--- src/rtl/mc_controller.sv ---
// ----------------------------------------------------------------------------
// mc_controller
//
// Multicycle MIPS control unit. Steps the datapath through fetch, decode and
// execute phases, one state per clock, and drives the datapath's mux selects,
// write enables and ALU operation from the current state.
//
// Memory handshake: memread/memwrite (with iord) are requests held constant
// for as long as the controller sits in FETCH, MEMRD or MEMWR; mem_ready=1
// in that cycle means the transfer completes on the coming clock edge, and
// only then does the FSM move on. mem_ready in any other state is ignored.
//
// Ports:
//   clk         rising-edge clock
//   reset       asynchronous, active-low reset
//   op, funct   opcode / funct fields from the instruction register
//   zero        ALU zero flag (consulted only in BEQEX)
//   mem_ready   memory completes the current access this cycle
//   memread, memwrite, iord, irwrite, pcen, pcsrc, alusrca, alusrcb,
//   alucontrol, regdst, memtoreg, regwrite
//               datapath controls
//   illegal     one-cycle pulse in DECODE on an unsupported op/funct
//   state       current FSM state, for debug
// ----------------------------------------------------------------------------
module mc_controller (
    input  logic       clk,
    input  logic       reset,
    input  logic [5:0] op,
    input  logic [5:0] funct,
    input  logic       zero,
    input  logic       mem_ready,
    output logic       memread,
    output logic       memwrite,
    output logic       iord,
    output logic       irwrite,
    output logic       pcen,
    output logic [1:0] pcsrc,
    output logic       alusrca,
    output logic [1:0] alusrcb,
    output logic [2:0] alucontrol,
    output logic       regdst,
    output logic       memtoreg,
    output logic       regwrite,
    output logic       illegal,
    output logic [3:0] state
);

    typedef enum logic [3:0] {
        FETCH   = 4'd0,
        DECODE  = 4'd1,
        MEMADR  = 4'd2,
        MEMRD   = 4'd3,
        MEMWB   = 4'd4,
        MEMWR   = 4'd5,
        RTYPEEX = 4'd6,
        RTYPEWB = 4'd7,
        BEQEX   = 4'd8,
        ADDIEX  = 4'd9,
        ADDIWB  = 4'd10,
        JEX     = 4'd11
    } state_t;

    localparam logic [5:0] OP_R    = 6'b000000;
    localparam logic [5:0] OP_LW   = 6'b100011;
    localparam logic [5:0] OP_SW   = 6'b101011;
    localparam logic [5:0] OP_BEQ  = 6'b000100;
    localparam logic [5:0] OP_ADDI = 6'b001000;
    localparam logic [5:0] OP_J    = 6'b000010;

    localparam logic [5:0] FN_ADD = 6'b100000;
    localparam logic [5:0] FN_SUB = 6'b100010;
    localparam logic [5:0] FN_AND = 6'b100100;
    localparam logic [5:0] FN_OR  = 6'b100101;
    localparam logic [5:0] FN_SLT = 6'b101010;

    localparam logic [2:0] ALU_ADD = 3'b010;
    localparam logic [2:0] ALU_SUB = 3'b110;
    localparam logic [2:0] ALU_AND = 3'b000;
    localparam logic [2:0] ALU_OR  = 3'b001;
    localparam logic [2:0] ALU_SLT = 3'b111;

    state_t st;
    logic   funct_ok;
    logic   op_ok;

    always_comb begin
        funct_ok = 1'b0;
        case (funct)
            FN_ADD, FN_SUB, FN_AND, FN_OR, FN_SLT: funct_ok = 1'b1;
            default:                               funct_ok = 1'b0;
        endcase
    end

    // An R-type op only counts as supported when its funct is too.
    always_comb begin
        op_ok = 1'b0;
        case (op)
            OP_R:                                 op_ok = funct_ok;
            OP_LW, OP_SW, OP_BEQ, OP_ADDI, OP_J:  op_ok = 1'b1;
            default:                              op_ok = 1'b0;
        endcase
    end

    always_ff @(posedge clk or negedge reset) begin
        if (!reset) begin
            st <= FETCH;
        end else begin
            case (st)
                FETCH:   st <= mem_ready ? DECODE : FETCH;
                DECODE: begin
                    case (op)
                        OP_LW, OP_SW: st <= MEMADR;
                        OP_R:         st <= funct_ok ? RTYPEEX : FETCH;
                        OP_BEQ:       st <= BEQEX;
                        OP_ADDI:      st <= ADDIEX;
                        OP_J:         st <= JEX;
                        default:      st <= FETCH;
                    endcase
                end
                MEMADR:  st <= (op == OP_LW) ? MEMRD : MEMWR;
                MEMRD:   st <= mem_ready ? MEMWB : MEMRD;
                MEMWB:   st <= FETCH;
                MEMWR:   st <= mem_ready ? FETCH : MEMWR;
                RTYPEEX: st <= RTYPEWB;
                RTYPEWB: st <= FETCH;
                BEQEX:   st <= FETCH;
                ADDIEX:  st <= ADDIWB;
                ADDIWB:  st <= FETCH;
                JEX:     st <= FETCH;
                default: st <= FETCH;
            endcase
        end
    end

    // Moore decode of the state register. The whole decode is gated by reset
    // so that an asserted reset kills requests (e.g. memwrite) immediately,
    // without waiting for the state register to be cleared by an edge.
    always_comb begin
        memread    = 1'b0;
        memwrite   = 1'b0;
        iord       = 1'b0;
        irwrite    = 1'b0;
        pcen       = 1'b0;
        pcsrc      = 2'b00;
        alusrca    = 1'b0;
        alusrcb    = 2'b00;
        alucontrol = ALU_ADD;
        regdst     = 1'b0;
        memtoreg   = 1'b0;
        regwrite   = 1'b0;
        illegal    = 1'b0;
        if (reset) begin
            case (st)
                FETCH: begin
                    memread = 1'b1;
                    alusrcb = 2'b01;
                    irwrite = mem_ready;
                    pcen    = mem_ready;
                end
                DECODE: begin
                    alusrcb = 2'b11;
                    illegal = ~op_ok;
                end
                MEMADR: begin
                    alusrca = 1'b1;
                    alusrcb = 2'b10;
                end
                MEMRD: begin
                    memread = 1'b1;
                    iord    = 1'b1;
                end
                MEMWB: begin
                    memtoreg = 1'b1;
                    regwrite = 1'b1;
                end
                MEMWR: begin
                    memwrite = 1'b1;
                    iord     = 1'b1;
                end
                RTYPEEX: begin
                    alusrca = 1'b1;
                    case (funct)
                        FN_SUB:  alucontrol = ALU_SUB;
                        FN_AND:  alucontrol = ALU_AND;
                        FN_OR:   alucontrol = ALU_OR;
                        FN_SLT:  alucontrol = ALU_SLT;
                        default: alucontrol = ALU_ADD;
                    endcase
                end
                RTYPEWB: begin
                    regdst   = 1'b1;
                    regwrite = 1'b1;
                end
                BEQEX: begin
                    alusrca    = 1'b1;
                    alucontrol = ALU_SUB;
                    pcsrc      = 2'b01;
                    pcen       = zero;
                end
                ADDIEX: begin
                    alusrca = 1'b1;
                    alusrcb = 2'b10;
                end
                ADDIWB: begin
                    regwrite = 1'b1;
                end
                JEX: begin
                    pcsrc = 2'b10;
                    pcen  = 1'b1;
                end
                default: ;
            endcase
        end
    end

    assign state = st;

endmodule

--- config.mk ---
export PLATFORM = sky130hd
export DESIGN_NAME = mc_controller
export DESIGN_NICKNAME = d
export VERILOG_FILES = /design/src/rtl/mc_controller.sv
export SDC_FILE = /design/constraint.sdc
export NUM_CORES = 1
export LEC_CHECK = 0
export CORE_MARGIN = 3
export CORE_UTILIZATION = 38
export DETAILED_ROUTE_END_ITERATION = 7
export HOLD_SLACK_MARGIN = 0.08
export PLACE_DENSITY = 0.9
export SYNTH_ARGS = -nofsm -noshare
export SYNTH_HDL_FRONTEND = slang
export SYNTH_SLANG_ARGS = --single-unit
--- constraint.sdc ---
create_clock -name clk -period 3.9 [get_ports clk]
set_input_delay 0.585 -clock clk [delete_from_list [all_inputs] [get_ports clk]]
set_output_delay 0.585 -clock clk [all_outputs]
set_load 0.01 [all_outputs]
Yosys cells after proc, flatten, opt, wreduce, memory -nomap -nowiden

Cells that the tools add are included.

Register bits after elaboration: 4
Output and inout bits: 21
Word-level logic and storage cells: 69

Equal/unequal tests: 21
Muxes and demuxes: 36
Bitwise gates (word level): 1
Reductions and logical operators: 10

Operator list:

| kind               | count |
|---|---|
| $eq 6x6->1 const B | 7 |
| $pmux 4 s7         | 1 |
| $mux 1             | 21 |
| $pmux 4 s5         | 1 |
| $eq 4x3->1 const B | 4 |
| $eq 4x4->1 const B | 4 |
| $mux 3             | 5 |
| $pmux 3 s4         | 1 |
| $reduce_or 5->1    | 2 |
| $eq 4x2->1 const B | 2 |
| $reduce_or 2->1    | 4 |
| $eq 6x2->1 const B | 1 |
| $eq 6x3->1 const B | 1 |
| $eq 6x4->1 const B | 1 |
| $logic_not 6->1    | 1 |
| $pmux 2 s3         | 1 |
| $pmux 3 s2         | 1 |
| $eq 4x1->1 const B | 1 |
| $logic_not 4->1    | 1 |
| $mux 2             | 2 |
| $pmux 2 s2         | 1 |
| $reduce_or 4->1    | 1 |
| $pmux 1 s3         | 1 |
| $reduce_or 3->1    | 1 |
| other kinds (2)    | 2 |

Logic depth before layout (Yosys ltp)

Word-level depth: 7
Depth in mapped cells: 6
Gate-level depth less buffers: 5

Worst setup path before layout

OpenSTA, ideal clock, no wires.

Path type: register to output
From: reg st[0] (netlist: state[0])
To: out alucontrol[1]
Data arrival time: 1.599 ns
Data required time: 3.315 ns
Path slack: 1.716 ns
Cell stages (with the launch flop): 6
Path through: dfrtp_1 -> buf_2 -> inv_2 -> nand2_1 -> or3_1 -> or4b_1

Cells in the longest elaborated chain, start to end: 3
Elaborated cells on any way between the ends: 4
Classes of those cells: eq/ne (2); mux (2)

RTL lines:

| element                                         | RTL line | text |
|---|---|---|
| from (decl)                                     | 82       | `state_t st;` |
| from (signal assigned)                          | 109      | `FETCH: st <= mem_ready ? DECODE : FETCH;` |
| from (signal assigned)                          | 113      | `OP_R: st <= funct_ok ? RTYPEEX : FETCH;` |
| from (signal assigned)                          | 120      | `MEMADR: st <= (op == OP_LW) ? MEMRD : MEMWR;` |
| $eq 4x4->1 / $eq 4x3->1 (equally long branches) | 153      | `case (st)` |
| $pmux 3 s2 *                                    | 153      |  |
| $mux 3 *                                        | 152      | `if (reset) begin` |
| to (decl)                                       | 40       | `output logic [2:0] alucontrol,` |

Mark *: on every way between the ends. The rest lies on a longest branch, timed or not.

Final worst setup path

From: in reset
To: out alucontrol[1]

Cells in the longest elaborated chain, start to end: 1

RTL lines:

| element     | RTL line | text |
|---|---|---|
| from (decl) | 27       | `input logic reset,` |
| $mux 3      | 152      |  |

No other way between the ends.

==> out/metrics.yaml <==
global_route:
  grt_overflow_total: 0
  globalRouteTotalUtil_pct: 21.5
  grt_first_pass_wirelength_um: 3270
  grt_start_max_net_pins: 17
  antenna_found_initial: 0
  vias_in_the_first_global_route: 832
yosys:
  dominantRegCellSynth: "sky130_fd_sc_hd__dfrtp_1"
  syn_nets: 105
  synth_enable_flop_cells: 0
  synth-seq-cells: 4
  mappedNetlistArea_um2: 587
  synth-warning-count: 0
  synth_cells: 89
  seq_area_frac_synth_pct: 17.1
  async_set_or_reset_register_ratio_after_synthesis_pct: 100
  synthesis.area_per_instance_um2: 6.59
  synthDistinctLibCells: 31
timing:
  period_minus_slack_ps: 3210
  worst_slew_margin_rel_pct: 67.8
  finClkSkew_ps: 0.696
  tns_ps: 0
  setup_viol: 0
  layout_setup_ws_ps: 694
  worstMarginPinSlew_ps: 478
  grt_setup_unrepaired: "no"
  fmax_mhz: 312
  hold_violations: 0
  maxSlewViolCount: 0
  period_share_pct: 82.2
run_status:
  status: "completed"
route:
  via_to_cell_ratio: 5.86
  drtIter0Drc: 22
  ant_nets: 0
  vias: 821
  drt-wirelength-per-cell_um: 13.7
  postRouteWirelength_um: 1910
  drt_pass1_iterations: 4
  drc: 0
power:
  total_power_mw: 0.227
  power.ir.vdd_worst_mv: 0.171
  p_leak_nw: 0.393
  power.density_mw_per_mm2: 231
clock_network:
  cts-resized-gates: 0
  cts_inserted_buffers: 3
  root_buffer: "sky130_fd_sc_hd__clkbuf_4"
  cts_post_setup_buffers_inserted: 0
  clkLatencyLatePin_ps: 240
  cts_tree: "yes"
  clkTransAtPathRegs_ps: 40
  clock_sinks: 4
  h-tree-depth: 1
  cts_buffer_depth: 2
  cts_hold_repair.buffers: 0
critical_path:
  cp-start-kind: "primary input"
  startpoint: "reset"
  critical_path_buf_inv_count: 2
  critPathRequiredTime_ps: 3310
  critical-path-max-stage-delay_ps: 500
  path_common_cell: "sky130_fd_sc_hd__clkdlybuf4s50_1"
  critical_path_arrival_ps: 2620
  critical-path-top-delay-family: "simple AND/OR/NAND/NOR gates"
  crit_fanout: 5
  timing.critical_path.to_type: "primary output"
  cell_with_the_biggest_individual_delay_on_the_critical_path: "sky130_fd_sc_hd__clkdlybuf4s50_1"
  critical_path.reg2reg.startpoint: "state[1]$_DFF_PN0_"
  cp_cell_sequence: "clkdlybuf4s50_1 -> nand3b_2 -> or3_1 -> or4b_1 -> clkdlybuf4s50_1"
  criticalPathCategory: "in -> out"
  worst-r2r-setup-slack_ps: 2260
cells_and_area:
  flip_flop_count_of_the_largest_register_all_copies_and_words_added: 4
  finished_core_util_pct: 71.7
  stdcell_area_um2: 980
  antennaDiodeCount: 0
  finalNetCount: 143
  area.growth.synth_to_final_pct: 67.0
  share_of_post_route_cells_with_drive_strength_above_1_pct: 5.60
die:
  placement_rows: 13
  initial_standard_cell_utilization_of_the_core_pct: 42.9
  floorplan.core_area_mm2: 0.00137
  die-width_um: 45.3
  die-height_um: 45.3
  io-pin-count: 37
  die_area_mm2: 0.00205
placement:
  dpl_cell_area_um2: 957
  gpl.final_weighted_congestion: 0.915
  hpwl_um: 1430
  preCtsSetupSlack_ps: 722
  buffer_ports.inserted: 36
run:
  cap_violations: 0
min_path:
  hold_class: "in -> async"
-- final cells by class --
type | instances | area, µm²
multi-input combinational | 79 | 463
fill | 121 | 387
timing repair buffer | 37 | 368
sequential | 4 | 100
clock buffer | 3 | 22.5
tap | 15 | 18.8
inverter | 2 | 7.51
-- report_power, final --
group	switching, mW	internal [mW]	total, mW
Combinational	0.0523	0.0614	0.114
Sequential	0.0138	0.0456	0.0595
Clock	0.0189	0.0346	0.0535
Total	0.0851	0.142	0.227
-- cell families after synthesis --
family	synth area share [%]
flops	17.1
mux	5.33
buf+inv	4.05
compound gates	20.7
xor+xnor	2.99
simple gates	49.9
-- worst reg2reg max path: cells and delay by family (launching register included) --
kind	cells	cell delay (ps)
simple gates	3	700
flops	1	530
compound gates	1	300
-- cell usage in the layout, fill, tap and decap left out, types with 3 or more instances in the layout --
master and n:
sky130_fd_sc_hd__clkbuf_4 3, sky130_fd_sc_hd__nor2b_1 4, sky130_fd_sc_hd__nor2_1 13, sky130_fd_sc_hd__o211a_1 3
sky130_fd_sc_hd__nor3b_1 3, sky130_fd_sc_hd__a21oi_1 8, sky130_fd_sc_hd__nand3_1 3, sky130_fd_sc_hd__dfrtp_1 4
sky130_fd_sc_hd__nand2_1 13, sky130_fd_sc_hd__clkdlybuf4s50_1 36, sky130_fd_sc_hd__nor3_1 7, sky130_fd_sc_hd__nand2b_1 4
-- stage by stage --
step | hold slack [ps] | cells
3_5_place_dp | 698 | 137
2_1_floorplan | 289 | 89
5_1_grt | 678 | 140
6_report | 700 | 140
3_3_place_gp | 688 | 137
4_1_cts | 685 | 140
-- synth_stat cells (3+ instances only) --
cell / instances / area (µm²)
sky130_fd_sc_hd__nor2_1: 13 / 48.8
sky130_fd_sc_hd__a21oi_1: 8 / 40.0
sky130_fd_sc_hd__nor2b_1: 4 / 25.0
sky130_fd_sc_hd__nor3_1: 7 / 35.0
sky130_fd_sc_hd__nand2_1: 13 / 48.8
sky130_fd_sc_hd__nand3_1: 3 / 15.0
sky130_fd_sc_hd__clkbuf_1: 3 / 11.3
sky130_fd_sc_hd__o211a_1: 3 / 30.0
sky130_fd_sc_hd__nor3b_1: 3 / 22.5
sky130_fd_sc_hd__dfrtp_1: 4 / 100
sky130_fd_sc_hd__nand2b_1: 4 / 25.0
-- path summary, 6_finish.rpt --
path                                 endpoint  cells after the start
min in group clk           state[3]$_DFF_PN0_                      1
hold reg to reg            state[3]$_DFF_PN0_                      1
setup / recovery                alucontrol[1]                      5
hold / removal             state[0]$_DFF_PN0_                      2
max in group asynchronous  state[3]$_DFF_PN0_                      2
setup reg to reg           state[0]$_DFF_PN0_                      4
-- layer usage --
layer	up-vias	wire length, µm	GRT usage [%]
li1	397	-	-
met1	363	742	21.8
met2	53	973	39.0
met3	8	157	7.97
met4	0	38	8.77
met5	-	0	0
(Power assumes the default switching activity.)
